**config.mk**
```make
export PLATFORM = sky130hd
export DESIGN_NAME = jk_reg_tcore_stepper
export DESIGN_NICKNAME = d
export VERILOG_FILES = /design/src/rtl/jk_reg_tcore_stepper.sv
export SDC_FILE = /design/constraint.sdc
export NUM_CORES = 1
export LEC_CHECK = 0
export CORE_ASPECT_RATIO = 1.25
export CORE_UTILIZATION = 44
export DETAILED_ROUTE_END_ITERATION = 7
export GPL_TIMING_DRIVEN = 0
export PLACE_DENSITY = 0.82
export REMOVE_ABC_BUFFERS = 1
export SYNTH_ARGS = -nofsm -noshare
export SYNTH_HDL_FRONTEND = slang
export SYNTH_SLANG_ARGS = --single-unit
```
**constraint.sdc**
```tcl
create_clock -name clk -period 2.2 [get_ports clk]
set_input_delay 0.22 -clock clk [delete_from_list [all_inputs] [get_ports clk]]
set_output_delay 0.22 -clock clk [all_outputs]
set_load 0.03 [all_outputs]
```
**src/rtl/jk_reg_tcore_stepper.sv**
```systemverilog
// JK register built on T flip-flop cores: an accepted JK command becomes a toggle mask
// that is applied one bit per clock, LSB first, so q only ever changes by one bit per edge.
module jk_reg_tcore_stepper #(
    parameter int WIDTH = 8,
    parameter int CNT_W = $clog2(WIDTH + 1)
) (
    input  logic             clk,
    input  logic             rst,
    input  logic             cmd_valid,
    output logic             cmd_ready,
    input  logic [WIDTH-1:0] cmd_j,
    input  logic [WIDTH-1:0] cmd_k,
    output logic [WIDTH-1:0] q,
    output logic [WIDTH-1:0] qb,
    output logic             busy,
    output logic             done,
    output logic [CNT_W-1:0] step_cnt
);

    localparam logic [1:0] ST_IDLE = 2'd0;
    localparam logic [1:0] ST_STEP = 2'd1;
    localparam logic [1:0] ST_DONE = 2'd2;

    logic [1:0]       state;
    logic [WIDTH-1:0] mask;
    logic [WIDTH-1:0] accept_mask;
    logic [WIDTH-1:0] low_bit;
    logic             last_bit;

    // JK-to-T excitation against the current q, and isolation of the lowest pending toggle
    assign accept_mask = (cmd_j & ~q) | (cmd_k & q);
    assign low_bit     = mask & (~mask + WIDTH'(1));
    assign last_bit    = (mask & (mask - WIDTH'(1))) == '0;

    assign cmd_ready = (state == ST_IDLE);
    assign busy      = (state == ST_STEP);
    assign done      = (state == ST_DONE);
    assign qb        = ~q;

    always_ff @(posedge clk) begin
        if (rst) begin
            state    <= ST_IDLE;
            q        <= '0;
            mask     <= '0;
            step_cnt <= '0;
        end else begin
            case (state)
                ST_IDLE: begin
                    if (cmd_valid) begin
                        mask     <= accept_mask;
                        step_cnt <= '0;
                        state    <= (accept_mask == '0) ? ST_DONE : ST_STEP;
                    end
                end
                ST_STEP: begin
                    q        <= q ^ low_bit;
                    mask     <= mask & ~low_bit;
                    step_cnt <= step_cnt + CNT_W'(1);
                    if (last_bit) begin
                        state <= ST_DONE;
                    end
                end
                ST_DONE: begin
                    state <= ST_IDLE;
                end
                default: begin
                    state <= ST_IDLE;
                end
            endcase
        end
    end

endmodule

```
=== Word-level counts from Yosys, hierarchy flattened ===
Cells that the tools add are included.

* Bitwise gates (word level): 10
* Reduce and logical (&&, ||, !) cells: 6
* $add $sub $neg: 3
* Eq/ne operators: 4
* Multiplexer cells: 8

{| class="wikitable"
|+ Operators with widths
! operator !! count
|-
| 8-bit AND || 5
|-
| 8-bit NOT || 3
|-
| 8-bit zero test || 2
|-
| 8-bit case mux with 2 select lines || 1
|-
| 8-bit by 1-bit adder with 8-bit output, second input constant || 1
|-
| 8-bit two-way mux || 1
|-
| 8-bit OR || 1
|-
| 4-bit case mux with 2 select lines || 1
|-
| 8-bit by 1-bit subtractor with 8-bit output, second input constant || 1
|-
| 8-bit XOR || 1
|-
| 2-bit two-way mux || 3
|-
| 4-bit by 1-bit adder with 4-bit output, second input constant || 1
|-
| 4-bit two-way mux || 1
|-
| 2-bit case mux with 2 select lines || 1
|-
| 2-bit AND reduction || 2
|-
| 2-bit by 1-bit equality test with 1-bit output, second input constant || 1
|-
| 2-bit equality test, second input constant || 1
|-
| 2-bit zero test || 1
|-
| 2-bit by 1-bit inequality test with 1-bit output, second input constant || 1
|-
| 2-bit inequality test, second input constant || 1
|-
| 2-bit nonzero test || 1
|}

* Register bits: 22

=== Longest topological paths before layout ===
Gate-level depths: netlist of the first run.

* Depth after elaboration: 7
* Mapped depth: 7
* Gate-level depth less buffers: 5

=== Worst setup path after synthesis of the first run ===
No wires, ideal clock.

* Path type: register to register
* From: register mask[1]
* To: register state[0]
* Setup time: 0.120 ns
* Arrival: 1.514 ns
* Buffers on the path: 1
* Setup slack: 0.567 ns
* Clock period less this slack: 1.633 ns
* Cell stages (with the launch flop): 6
* Required time: 2.080 ns
* Cell sequence: dfxtp_1 buf_6 or4_1 o311a_1 o221a_2 o31a_1

* Longest elaborated chain between the ends: 5

{| class="wikitable"
|+ Ends and longest elaborated chain
! what !! line !! source
|-
| start, declared || 25 || <nowiki>logic [WIDTH-1:0] mask;</nowiki>
|-
| start signal, assigned || 50 || <nowiki>mask <= accept_mask;</nowiki>
|-
| start signal, assigned || 57 || <nowiki>mask <= mask & ~low_bit;</nowiki>
|-
| 8-bit by 1-bit subtractor with 8-bit output || 33 || <nowiki>assign last_bit = (mask & (mask - WIDTH'(1))) == '0;</nowiki>
|-
| 8-bit AND (*) || 33 ||
|-
| 8-bit zero test (*) || 33 ||
|-
| 2-bit by 1-bit inequality test with 1-bit output (no source line) (*) || n/a ||
|-
| 2-bit AND reduction (no source line) (*) || n/a ||
|-
| end signal, assigned || 52 || <nowiki>state <= (accept_mask == '0) ? ST_DONE : ST_STEP;</nowiki>
|-
| end, declared || 24 || <nowiki>logic [1:0] state;</nowiki>
|}

Every way passes the cells marked *; elsewhere a longest branch is shown, timed or not.
A chain may end at the register's enable or synchronous reset.

=== Worst setup path in the final report of the first run ===
* From: register state[0]
* To: output port busy

* Longest elaborated chain between the ends: 1

{| class="wikitable"
|+ Ends and longest elaborated chain
! what !! line !! source
|-
| 2-bit by 1-bit equality test with 1-bit output || 36 || <nowiki>assign busy = (state == ST_STEP);</nowiki>
|-
| end, declared || 15 || <nowiki>output logic busy,</nowiki>
|}

No other way between the ends.

==> results.yml, run 1 <==
cts:
  postCtsSetupBuffers: 0
  cts_made_buffers: 3
  cts_tree: "done"
  clk_pin_slew_worst_paths_ps: 120
  cts_buffer_depth: 2
  clock-root-buffer: "clkbuf_4"
  clock_sinks: 22
  htreeDepth: 1
  clock_latency_ps: 320
  hold_buffers: 0
  cts_resized: 1
global_routing:
  grt_max_degree: 23
  grt_pass1_vias: 1156
  grt.overflow.total: 0
  track_usage: 0.2040
  grt_pass1_wl_um: 4767
  antenna_found_initial: 0
floorplanning:
  start_util: 0.4807
  ioPinCount: 42
  die_h_um: 60.75
  dieArea_sq_um: 2977
  dieWidth_um: 49
  row_count: 20
  core-area_sq_um: 2527
worst_hold_path:
  min-delay-start: "step_cnt[3]"
  hp-class: "reg2reg"
sta:
  rsz0062_at_grt: "false"
  setup_violations: 0
  tightest_slew_ps: 795.1
  hold_viol_final: 0
  finalSetupTns_ps: 0
  finalCriticalPeriod_ps: 1954
  fin_hold_ws_ps: 493.2
  finalClockSkew_ps: 7.304
  slew_headroom: 0.4688
  fin_crit_sh: 0.8881
  max_freq_ghz: 0.5118
  report.final.slew_viol_count: 0
power:
  power.density_nw_per_um2: 618.0
  vdd_drop_max_mv: 0.3889
  total_power_mw: 1.030
  leakage_nw: 0.6061
drt:
  post_drt_wl_per_cell_um: 13.39
  drtIter0Drc: 13
  vias_per_cell: 5.622
  drc_errors: 0
  vias: 1248
  first_pass_iters: 5
  ant_nets: 0
  wl_um: 2972
worst_setup_path:
  critPathKind: "reg2out"
  crit_required_ps: 1980
  worstPathCellList: "nand2b_1, inv_2, dlygate4sd2_1"
  setup.worst_path.start_class: "flip-flop"
  path_buf_inv: 2
  slowest_delay_ps: 480
  slowest_stage: "dfxtp_1"
  reg2reg_from: "mask[2]"
  arrival_ps: 1730
  endpoint_kind: "output pin"
  crit_start: "state[0]"
  path_max_fanout: 13
  cp_top_family: "buffers and inverters"
final_layout:
  fin_nets: 210
  drive_above_1_share: 0.05291
  fill_cells: 207
  final-instance-count-excl-fill: 222
  synthToLayoutAreaGrowth_pct: 37.18
  insertedDiodeCount: 0
placement:
  port-buffer-count: 41
  place_hpwl_um: 2129
  dp.cells: 218
  globalplace.congestion: 0.8428
synthesis:
  syn_area_sq_um: 1215
  synth-seq-cells: 22
  synthFlopType: "dfxtp_1"
  syn_inst: 151
  synth_area_leaders: "dfxtp_1, nor2_1, mux2i_1"
  synth_top_cell_by_area: "dfxtp_1"
  synth-edff-count: 0
  synth_top_area_share: 0.3625
  synth_area_per_cell_sq_um: 8.046
  ys_seq_area_frac: 0.3625
  yosys_warnings: 0
  synthArstFlopShare: 0
  synth_cell_types: 40
run:
  drv_cap: 0
outcome:
  status: "complete, no violations"
-- per-layer routing --
layer | global-route usage | share of wire | vias up
li1 | - | - | 605
met1 | 0.2301 | 0.42 | 587
met2 | 0.3869 | 0.51 | 49
met3 | 0.03008 | 0.055 | 7
met4 | 0.08824 | 0.012 | 0
met5 | 0 | 0 | -
-- where the power goes --
group	leakage, nW	internal, mW	switching [mW]
registers	0.179	0.427	0.0443
clock network	0.0210	0.101	0.124
logic	0.406	0.148	0.186
total	0.606	0.676	0.354
-- path summary, 6_finish.rpt --
kind                                    end  slack (ps)  cells after the start
worst min-delay path            step_cnt[3]         490                      1
worst max register to register     state[0]         430                      4
worst min register to register  step_cnt[3]         490                      1
worst max-delay path                   busy         250                      3
-- layout by cell type (no fill, tap or decap), drive strengths merged, types with 2 or more instances in the layout --
| cell | count |
|---|---|
| nor2 | 22 |
| a21oi | 11 |
| nand2b | 3 |
| a2bb2oi | 2 |
| mux2i | 7 |
| nor3b | 2 |
| nand3 | 5 |
| o21ai | 7 |
| nor3 | 2 |
| a22oi | 3 |
| clkbuf | 4 |
| inv | 10 |
| clkdlybuf4s50 | 40 |
| nand2 | 12 |
| nor4 | 2 |
| mux2 | 2 |
| nand4b | 2 |
| or4 | 2 |
| nand4 | 3 |
| xnor2 | 8 |
| dfxtp | 22 |
| nor2b | 3 |
-- through the flow --
step                      worst slack, ps  cell area, sq um  utilization
final                               246.1              1667       0.6594
after global routing                147.5              1667       0.6594
after CTS                           245.4              1667       0.6594
after detailed placement            340.9              1632       0.6455
after global placement              369.7              1632       0.6455
after floorplan                     572.4              1180            -
-- kinds of logic after synthesis --
| kind of cell | share of synthesized area |
|---|---|
| AND/OR/NAND/NOR | 0.2554 |
| AO/OA/AOI/OAI | 0.1699 |
| flip-flops | 0.3625 |
| buffers and inverters | 0.05972 |
| multiplexers | 0.07621 |
| XOR/XNOR | 0.05767 |
| adder cells (fa/ha/maj) | 0.01854 |
-- cell usage after synthesis (2+ instances only) --
cell type   n
dfxtp_1    22
nor2_1     22
nand2_1    12
a21oi_1    11
inv_1       9
xnor2_1     8
mux2i_1     7
clkbuf_1    5
nand3_1     5
o21ai_0     5
a22oi_1     3
nand2b_1    3
nand4_1     3
nor2b_1     3
a2bb2oi_1   2
mux2_2      2
nand4b_1    2
nor3_1      2
nor3b_1     2
nor4_1      2
o21ai_1     2
-- state kept, by name (all words and copies together), names as in the netlist --
name	count
q	8
state	2
mask	8
step_cnt	4
-- final cells by class --
cell class	instances	area, sq um	share of cell area
Timing Repair Buffer	41	409.1	0.2455
Sequential cell	22	440.4	0.2643
Multi-Input combinational cell	112	701.9	0.4212
Inverter	10	37.54	0.02252
Clock buffer	4	36.28	0.02177
Tap cell	33	41.29	0.02477
(Power assumes the default switching activity.)
==> inputs of run 2 (changes only) <==
--- a/config.mk
+++ b/config.mk
@@ -5,6 +5,7 @@
 export SDC_FILE = /design/constraint.sdc
 export NUM_CORES = 1
 export LEC_CHECK = 0
+export CAP_MARGIN = 0
 export CORE_ASPECT_RATIO = 1.25
 export CORE_UTILIZATION = 44
 export DETAILED_ROUTE_END_ITERATION = 7
==> results of run 2 <==
No change in the layout: final DEF, timing and power equal those of run 1.
